[src/rtl/rgbw_pkg.sv]
// Shared definitions for the RGBW frame decoder: FSM state encoding,
// colour channel indices, frame limits and small frame-field helpers.
package rgbw_pkg;

  localparam int unsigned NUM_CH  = 4;
  localparam int unsigned MAX_LEN = 4;
  localparam int unsigned TO_W    = 16;

  localparam logic [1:0] CH_R = 2'd0;
  localparam logic [1:0] CH_G = 2'd1;
  localparam logic [1:0] CH_B = 2'd2;
  localparam logic [1:0] CH_W = 2'd3;

  typedef enum logic [2:0] {
    S_CMD  = 3'd0,
    S_LEN  = 3'd1,
    S_DATA = 3'd2,
    S_CHK  = 3'd3,
    S_ERR  = 3'd4
  } state_e;

  // Command byte: sync nibble on top, reserved bits zero, start channel below.
  function automatic logic cmd_valid(input logic [7:0] b, input logic [3:0] sync);
    return (b[7:4] == sync) && (b[3:2] == 2'b00);
  endfunction

  // Length byte: 1..MAX_LEN data bytes.
  function automatic logic len_valid(input logic [7:0] b);
    return (b != 8'd0) && (b <= 8'(MAX_LEN));
  endfunction

endpackage

[src/rtl/rgbw_frame_decoder_timeout.sv]
// frame_timeout: inter-byte watchdog counter.
// Ports: clk, reset (async, active-high), clr_i (restart count),
//        en_i (count this cycle), expire_c (count reached LIMIT-1 while enabled).
module frame_timeout
  import rgbw_pkg::*;
#(
  parameter int unsigned LIMIT = 50000
) (
  input  logic clk,
  input  logic reset,
  input  logic clr_i,
  input  logic en_i,
  output logic expire_c
);

  logic [TO_W-1:0] cnt_q, cnt_d;

  // Clear wins over counting so a byte on the expiry cycle restarts the window.
  always_comb begin
    cnt_d = cnt_q;
    if (clr_i) begin
      cnt_d = '0;
    end else if (en_i) begin
      cnt_d = cnt_q + TO_W'(1);
    end
  end

  always_ff @(posedge clk or posedge reset) begin
    if (reset) begin
      cnt_q <= '0;
    end else begin
      cnt_q <= cnt_d;
    end
  end

  assign expire_c = en_i & ~clr_i & (cnt_q == TO_W'(LIMIT - 1));

endmodule

[src/rtl/rgbw_frame_decoder.sv]
// rgbw_frame_decoder: parses CMD/LEN/DATA/CHK register-write frames from the
// SPI byte receiver and atomically commits written channels to the PWM duties.
// Ports: clk, reset (async, active-high), cs (active-low select), rdy/data
//        (byte handshake), red/green/blue/white (committed duties), update
//        (commit pulse), frame_err (sticky error), busy (mid-frame).
module rgbw_frame_decoder
  import rgbw_pkg::*;
#(
  parameter logic [3:0]  SYNC_NIBBLE    = 4'hA,
  parameter int unsigned TIMEOUT_CYCLES = 50000
) (
  input  logic       clk,
  input  logic       reset,
  input  logic       cs,
  input  logic       rdy,
  input  logic [7:0] data,
  output logic [7:0] red,
  output logic [7:0] green,
  output logic [7:0] blue,
  output logic [7:0] white,
  output logic       update,
  output logic       frame_err,
  output logic       busy
);

  state_e            state_q, state_d;
  logic              rdy_q;
  logic [1:0]        ptr_q, ptr_d;
  logic [2:0]        rem_q, rem_d;
  logic [7:0]        csum_q, csum_d;
  logic [7:0]        shadow_q [NUM_CH];
  logic [7:0]        shadow_d [NUM_CH];
  logic [NUM_CH-1:0] mask_q, mask_d;
  logic [7:0]        duty_q [NUM_CH];
  logic [7:0]        duty_d [NUM_CH];
  logic              update_q, update_d;
  logic              err_q, err_d;
  logic              busy_q, busy_d;

  logic byte_stb;
  logic active;
  logic expire_c;

  // One strobe per rdy high period.
  assign byte_stb = rdy & ~rdy_q;
  assign active   = (state_q == S_LEN) || (state_q == S_DATA) || (state_q == S_CHK);

  frame_timeout #(
    .LIMIT (TIMEOUT_CYCLES)
  ) u_timeout (
    .clk      (clk),
    .reset    (reset),
    .clr_i    (byte_stb | ~active),
    .en_i     (active),
    .expire_c (expire_c)
  );

  // Next-state: cs beats a byte, a byte beats the timeout.
  always_comb begin
    state_d  = state_q;
    ptr_d    = ptr_q;
    rem_d    = rem_q;
    csum_d   = csum_q;
    shadow_d = shadow_q;
    mask_d   = mask_q;
    duty_d   = duty_q;
    update_d = 1'b0;
    err_d    = err_q;

    if (cs) begin
      if (active) begin
        err_d   = 1'b1;
        mask_d  = '0;
        state_d = S_CMD;
      end else if (state_q == S_ERR) begin
        state_d = S_CMD;
      end
    end else if (byte_stb) begin
      case (state_q)
        S_CMD: begin
          if (cmd_valid(data, SYNC_NIBBLE)) begin
            ptr_d   = data[1:0];
            csum_d  = data;
            state_d = S_LEN;
          end else begin
            err_d   = 1'b1;
            state_d = S_ERR;
          end
        end
        S_LEN: begin
          if (len_valid(data)) begin
            rem_d   = data[2:0];
            csum_d  = csum_q ^ data;
            state_d = S_DATA;
          end else begin
            err_d   = 1'b1;
            mask_d  = '0;
            state_d = S_ERR;
          end
        end
        S_DATA: begin
          shadow_d[ptr_q] = data;
          mask_d[ptr_q]   = 1'b1;
          csum_d          = csum_q ^ data;
          ptr_d           = ptr_q + 2'(1);
          rem_d           = rem_q - 3'(1);
          if (rem_q == 3'd1) begin
            state_d = S_CHK;
          end
        end
        S_CHK: begin
          // Only channels written in this frame reach the outputs.
          if (data == csum_q) begin
            for (int unsigned i = 0; i < NUM_CH; i++) begin
              if (mask_q[i]) begin
                duty_d[i] = shadow_q[i];
              end
            end
            update_d = 1'b1;
            err_d    = 1'b0;
          end else begin
            err_d = 1'b1;
          end
          mask_d  = '0;
          state_d = S_CMD;
        end
        S_ERR: begin
          state_d = S_ERR;
        end
        default: begin
          state_d = S_CMD;
        end
      endcase
    end else if (expire_c) begin
      err_d   = 1'b1;
      mask_d  = '0;
      state_d = S_CMD;
    end

    busy_d = (state_d != S_CMD);
  end

  always_ff @(posedge clk or posedge reset) begin
    if (reset) begin
      state_q  <= S_CMD;
      rdy_q    <= 1'b0;
      ptr_q    <= '0;
      rem_q    <= '0;
      csum_q   <= '0;
      shadow_q <= '{default: '0};
      mask_q   <= '0;
      duty_q   <= '{default: '0};
      update_q <= 1'b0;
      err_q    <= 1'b0;
      busy_q   <= 1'b0;
    end else begin
      state_q  <= state_d;
      rdy_q    <= rdy;
      ptr_q    <= ptr_d;
      rem_q    <= rem_d;
      csum_q   <= csum_d;
      shadow_q <= shadow_d;
      mask_q   <= mask_d;
      duty_q   <= duty_d;
      update_q <= update_d;
      err_q    <= err_d;
      busy_q   <= busy_d;
    end
  end

  assign red       = duty_q[CH_R];
  assign green     = duty_q[CH_G];
  assign blue      = duty_q[CH_B];
  assign white     = duty_q[CH_W];
  assign update    = update_q;
  assign frame_err = err_q;
  assign busy      = busy_q;

endmodule

[config.mk]
export PLATFORM = sky130hd
export DESIGN_NAME = rgbw_frame_decoder
export DESIGN_NICKNAME = d
export VERILOG_FILES = /design/src/rtl/rgbw_pkg.sv /design/src/rtl/rgbw_frame_decoder_timeout.sv /design/src/rtl/rgbw_frame_decoder.sv
export SDC_FILE = /design/constraint.sdc
export NUM_CORES = 1
export LEC_CHECK = 0
export ABC_CLOCK_PERIOD_IN_PS = 3040
export CORE_ASPECT_RATIO = 1.25
export CORE_MARGIN = 2
export CORE_UTILIZATION = 51
export DETAILED_ROUTE_END_ITERATION = 6
export PLACE_DENSITY = 0.76
export RECOVER_POWER = 50
export SETUP_SLACK_MARGIN = 0.5
export SYNTH_ARGS = -nofsm -noshare
export SYNTH_HDL_FRONTEND = slang
export SYNTH_SLANG_ARGS = --single-unit
[constraint.sdc]
create_clock -name clk -period 3.04 [get_ports clk]
set_input_delay 0.304 -clock clk [delete_from_list [all_inputs] [get_ports clk]]
set_output_delay 0.304 -clock clk [all_outputs]
set_load 0.01 [all_outputs]
# Yosys cells after proc, flatten, opt, wreduce, memory -nomap -nowiden
# Cells that the tools add are included.
# word_totals
register_bits	104
out_inout_bits	35
# op_classes
add_sub_neg	3
n_lt_le_gt_ge	5
n_eq_ne	15
muxes	41
bitwise_logic	11
reduce_logical	25
# ops
cell	count
$bwmux 32	1
$mux 16	2
$reduce_and 5->1	6
$mux 3	9
$mux 8	3
$pmux 8 s3	1
$mux 4	5
$add 16x1->16 const B	1
$demux 8 s2	1
$eq 16x16->1 const B	1
$mux 1	12
$pmux 3 s4	1
$pmux 4 s3	1
$reduce_and 4->1	3
$ne 5x2->1 const B	2
$reduce_bool 3->1	3
$eq 8x8->1	1
$le 8x3->1 const B	1
$ne 4x4->1 const B	2
$reduce_bool 8->1	1
$xor 8x8->8	1
$eq 3x1->1 const B	2
$eq 3x2->1 const B	2
$pmux 3 s2	1
25 further kinds	37

# Longest topological paths before layout
# logic_depth
depth_word	12
ltp_mapped	7
depth_no_buf	7

# Modules after synthesis
# Synthesis repeated with hierarchy kept, for this count alone.
# unflattened
hier_cells	414
area_unflattened_um2	4944.7
# modules_own_cells
mod	instances	cells_per_inst	area_each_um2
rgbw_frame_decoder	1	324	4095.2
frame_timeout	1	90	849.6

# Least setup slack after synthesis
# Ideal clock, no wire load.
# synth_path
kind	register -> register
from	register rdy_q
to	register duty_q (netlist bit red[1])
arrival_time_ps	2014
slack_ps	898
path_stages_with_launch	5
path_buffers	0
cell_sequence	dfrtp_1 or4b_4 nor4_4 nand2_4 mux2_1
# synth_via
elab_chain_len	3
# synth_rtl
element	line	text
start, declared	rgbw_frame_decoder.sv:27	logic rdy_q;
start signal, assigned	rgbw_frame_decoder.sv:158	rdy_q <= rdy;
$not 1->1	rgbw_frame_decoder.sv:45	assign byte_stb = rdy & ~rdy_q;
$and 1x1->1	rgbw_frame_decoder.sv:45	
$reduce_and 5->1 (no source line)	-	
end signal, assigned	rgbw_frame_decoder.sv:164	duty_q <= duty_d;
end, declared	rgbw_frame_decoder.sv:34	logic [7:0] duty_q [NUM_CH];
# Every way passes these cells.
# A chain may end at the register's enable or synchronous reset.

# Worst setup path in the final report
# layout_path
from	input port data[2]
to	register rem_q[0]
# layout_via
elab_chain_len	4
# layout_rtl
element	line	text
start, declared	rgbw_frame_decoder.sv:16	input logic [7:0] data,
$le 8x3->1 / $reduce_bool 8->1 (equally long branches)	rgbw_pkg.sv:29	return (b != 8'd0) && (b <= 8'(MAX_LEN));
$logic_and 1x1->1 (*)	rgbw_pkg.sv:29	
$ne 2x1->1 (no source line) (*)	-	
$reduce_and 4->1 (no source line) (*)	-	
end signal, assigned	rgbw_frame_decoder.sv:160	rem_q <= rem_d;
end, declared	rgbw_frame_decoder.sv:29	logic [2:0] rem_q, rem_d;
# Mark *: on every way between the ends. The rest lies on a longest branch, timed or not.

==> results.py <==
metrics = {
    "outcome": {
        "run_status": "finished, final reports clean",
    },
    "detailed_routing": {
        "wl_per_cell_um": 16.1,
        "first_iter_violations": 194,
        "ant_nets": 0,
        "vias": 3074,
        "drt_pre_antenna_iters": 4,
        "route.detailed.vias_per_inst": 5.45,
        "detail_route.drc_violations": 0,
        "detail_route.wirelength_mm": 9.08,
    },
    "layout": {
        "commonest_non_fill_non_tap_cells_in_the_layout": "sky130_fd_sc_hd__dfrtp_1, sky130_fd_sc_hd__mux2_2, sky130_fd_sc_hd__clkdlybuf4s50_1",
        "num-nets-final": 458,
        "final.fill_count": 711,
        "fin_util_pct": 62.6,
        "syn2layout_area_growth_pct": 19.0,
        "design_area_um2": 5480,
        "area_taken_by_flip_flops_and_latches_um2": 2600,
        "mostFrequentLayoutCell": "sky130_fd_sc_hd__dfrtp_1",
        "ant_diodes": 0,
        "multi_input_area_um2": 1920,
        "post_route_cells_drive_above_1_share_pct": 22.3,
    },
    "placed_design": {
        "placement.io_buffers": 46,
        "place_hpwl_mm": 6.30,
        "gpl.final_weighted_congestion": 0.810,
        "post_dp_cell_area_um2": 5280,
    },
    "clock_tree": {
        "clk_pin_slew_worst_paths_ps": 90,
        "post_cts_setup_repair_buffer_count": 0,
        "cts_tree": "yes",
        "numCtsBuffers": 9,
        "cts_root_buf": "sky130_fd_sc_hd__clkbuf_8",
        "max_root_sink_buffers": 2,
        "clock_sinks": 104,
        "ctsHoldBuffers": 0,
        "cts-resized-gates": 0,
        "clk-insertion-delay-late_ps": 370,
        "cts_htree_levels": 3,
    },
    "sta": {
        "timing.max_slew.rel_slack_pct": 28.5,
        "clock_period_minus_worst_slack_ps": 2220,
        "hold_viol": 0,
        "period_share_pct": 73.0,
        "finClkSkew_ps": 18.2,
        "tightestPinTransition_ps": 1070,
        "setup-tns-final_ps": 0,
        "timing.final.max_slew_violations": 0,
        "finalHoldWorstSlack_ps": 498,
        "rsz_0062_raised_after_global_routing": "false",
        "fmax_ghz": 0.451,
        "report.final.setup_viol": 0,
    },
    "power_and_ir_drop": {
        "static-leakage-power_nw": 2.63,
        "max-vdd-ir-drop_mv": 0.251,
        "power.total_mw": 2.55,
        "power_per_cell_area_nw_per_um2": 465,
    },
    "logic_synthesis": {
        "post_synth_instance_area_um2": 4600,
        "syn_nets": 399,
        "synth-seq-area-share_pct": 56.5,
        "post-synth-top-area-fraction_pct": 56.5,
        "number_of_synthesized_register_bits": 104,
        "synth_area_leader_cell": "sky130_fd_sc_hd__dfrtp_1",
        "postSynthAreaPerCell_um2": 12.1,
        "synthArstFlopShare_pct": 100,
        "synthDistinctLibCells": 44,
        "post_synth_main_area_contributors": "sky130_fd_sc_hd__dfrtp_1, sky130_fd_sc_hd__mux2_2, sky130_fd_sc_hd__nor2_1",
        "synth-edff-count": 0,
        "yosys_most_used_dff": "sky130_fd_sc_hd__dfrtp_1",
        "ys_warn_count": 0,
        "syn-instance-count": 380,
    },
    "setup_path": {
        "crit_slowest_cell": "sky130_fd_sc_hd__clkdlybuf4s50_1",
        "startpoint_types": "input pin",
        "crit_chain": "clkdlybuf4s50_1, or3b_1, a2111oi_2, o2111ai_1, or3_1, o211ai_1",
        "path_max_fanout": 8,
        "biggest_cell_delay_along_the_critical_path_ps": 480,
        "critPathCaptureType": "flip-flop",
        "cp_top_family": "simple AND/OR/NAND/NOR gates",
        "critPathArrivalTime_ps": 2500,
        "startpoint": "data[2]",
        "critical_path.n_buffers_inverters": 1,
        "critical_path_required_time_ps": 3320,
        "regToRegStartpoint": "state_q[0]$_DFF_PP0_",
        "path_class": "in2reg",
        "reg2reg_setup_slack_ps": 900,
    },
    "min_path": {
        "hold_start": "shadow_q[25]$_DFFE_PP0P_",
        "holdCritPathClass": "reg2reg",
    },
    "global_routing": {
        "global_route.overflow_total": 0,
        "global_route_wire_length_before_repair_mm": 15.0,
        "vias_in_the_first_global_route": 3116,
        "maximum_number_of_pins_on_one_net_before_global_route_repair": 81,
        "grt_usage_pct": 20.3,
        "antenna_found_initial": 0,
    },
    "die": {
        "die_x_um": 89.0,
        "placement_rows": 38,
        "starting_density_of_the_core_pct": 52.6,
        "core_area_um2": 8750,
        "die_area_um2": 9810,
        "die_y_um": 110,
        "ios": 47,
    },
    "job": {
        "drv_cap": 0,
    },
}
[cell type report]
class | count | share of cell area [%]
repair buffers | 58 | 9.98
flip-flops and latches | 104 | 47.5
multi-input cells | 253 | 35.0
clock buffers | 11 | 2.76
inverters | 13 | 0.913
well taps | 120 | 2.74
clock inverters | 5 | 1.14
[Yosys cell counts (2+ instances only)]
library cell	n
sky130_fd_sc_hd__xor2_1	11
sky130_fd_sc_hd__nand2_4	4
sky130_fd_sc_hd__nand2b_1	5
sky130_fd_sc_hd__nor2_1	34
sky130_fd_sc_hd__and3_1	3
sky130_fd_sc_hd__a21oi_1	12
sky130_fd_sc_hd__nor2b_1	2
sky130_fd_sc_hd__or3_1	5
sky130_fd_sc_hd__nand3b_1	2
sky130_fd_sc_hd__o21ai_0	20
sky130_fd_sc_hd__nand4_1	7
sky130_fd_sc_hd__mux2_2	63
sky130_fd_sc_hd__nand3_1	7
sky130_fd_sc_hd__mux2i_1	5
sky130_fd_sc_hd__o21a_1	2
sky130_fd_sc_hd__inv_1	13
sky130_fd_sc_hd__nor3_1	6
sky130_fd_sc_hd__nor3b_1	3
sky130_fd_sc_hd__dfrtp_1	104
sky130_fd_sc_hd__o211ai_1	2
sky130_fd_sc_hd__xnor2_1	9
sky130_fd_sc_hd__clkbuf_1	10
sky130_fd_sc_hd__o41ai_1	2
sky130_fd_sc_hd__ha_1	7
sky130_fd_sc_hd__nand2_1	23
[through the flow]
stage | cells | setup WS, ps
2_1_floorplan | 380 | 898
3_3_place_gp | 548 | 533
3_5_place_dp | 548 | 460
6_report | 564 | 820
5_1_grt | 564 | 428
4_1_cts | 564 | 836
[worst paths after layout]
check / endpoint / depth (start not counted)
max in group asynchronous: shadow_q[20]$_DFFE_PP0P_ / 3
min in group asynchronous: shadow_q[10]$_DFFE_PP0P_ / 2
hold reg to reg: red[1]$_DFFE_PP0P_ / 1
setup / recovery: rem_q[0]$_DFFE_PP0P_ / 6
setup reg to reg: busy$_DFF_PP0_ / 5
hold / removal: red[1]$_DFFE_PP0P_ / 1
[state kept, by name, summed over array words and instances (netlist names)]
name and cells:
blue 8, busy 1, csum_q 8, frame_err 1
green 8, mask_q 4, ptr_q 2, rdy_q 1
red 8, rem_q 3, shadow_q 32, state_q 3
u_timeout.cnt_q 16, update 1, white 8
[layer usage]
metal	global-route usage (%)	share of wire, %
met3	4.47	4.5
met5	0	0
met4	6.18	1.4
met1	26.9	43
met2	33.4	51
[cell families after synthesis]
group	synth area share (%)
simple gates	12.6
flops	56.5
compound gates	6.58
xor+xnor	3.80
mux	16.7
buf+inv	1.88
fa+ha+maj	1.90
[where the power goes]
part	internal, mW	switching [mW]	leakage [nW]
combinational	0.0809	0.111	1.09
sequential	1.42	0.0374	1.43
clock	0.430	0.467	0.102
Power figures use the tool's default switching activity.
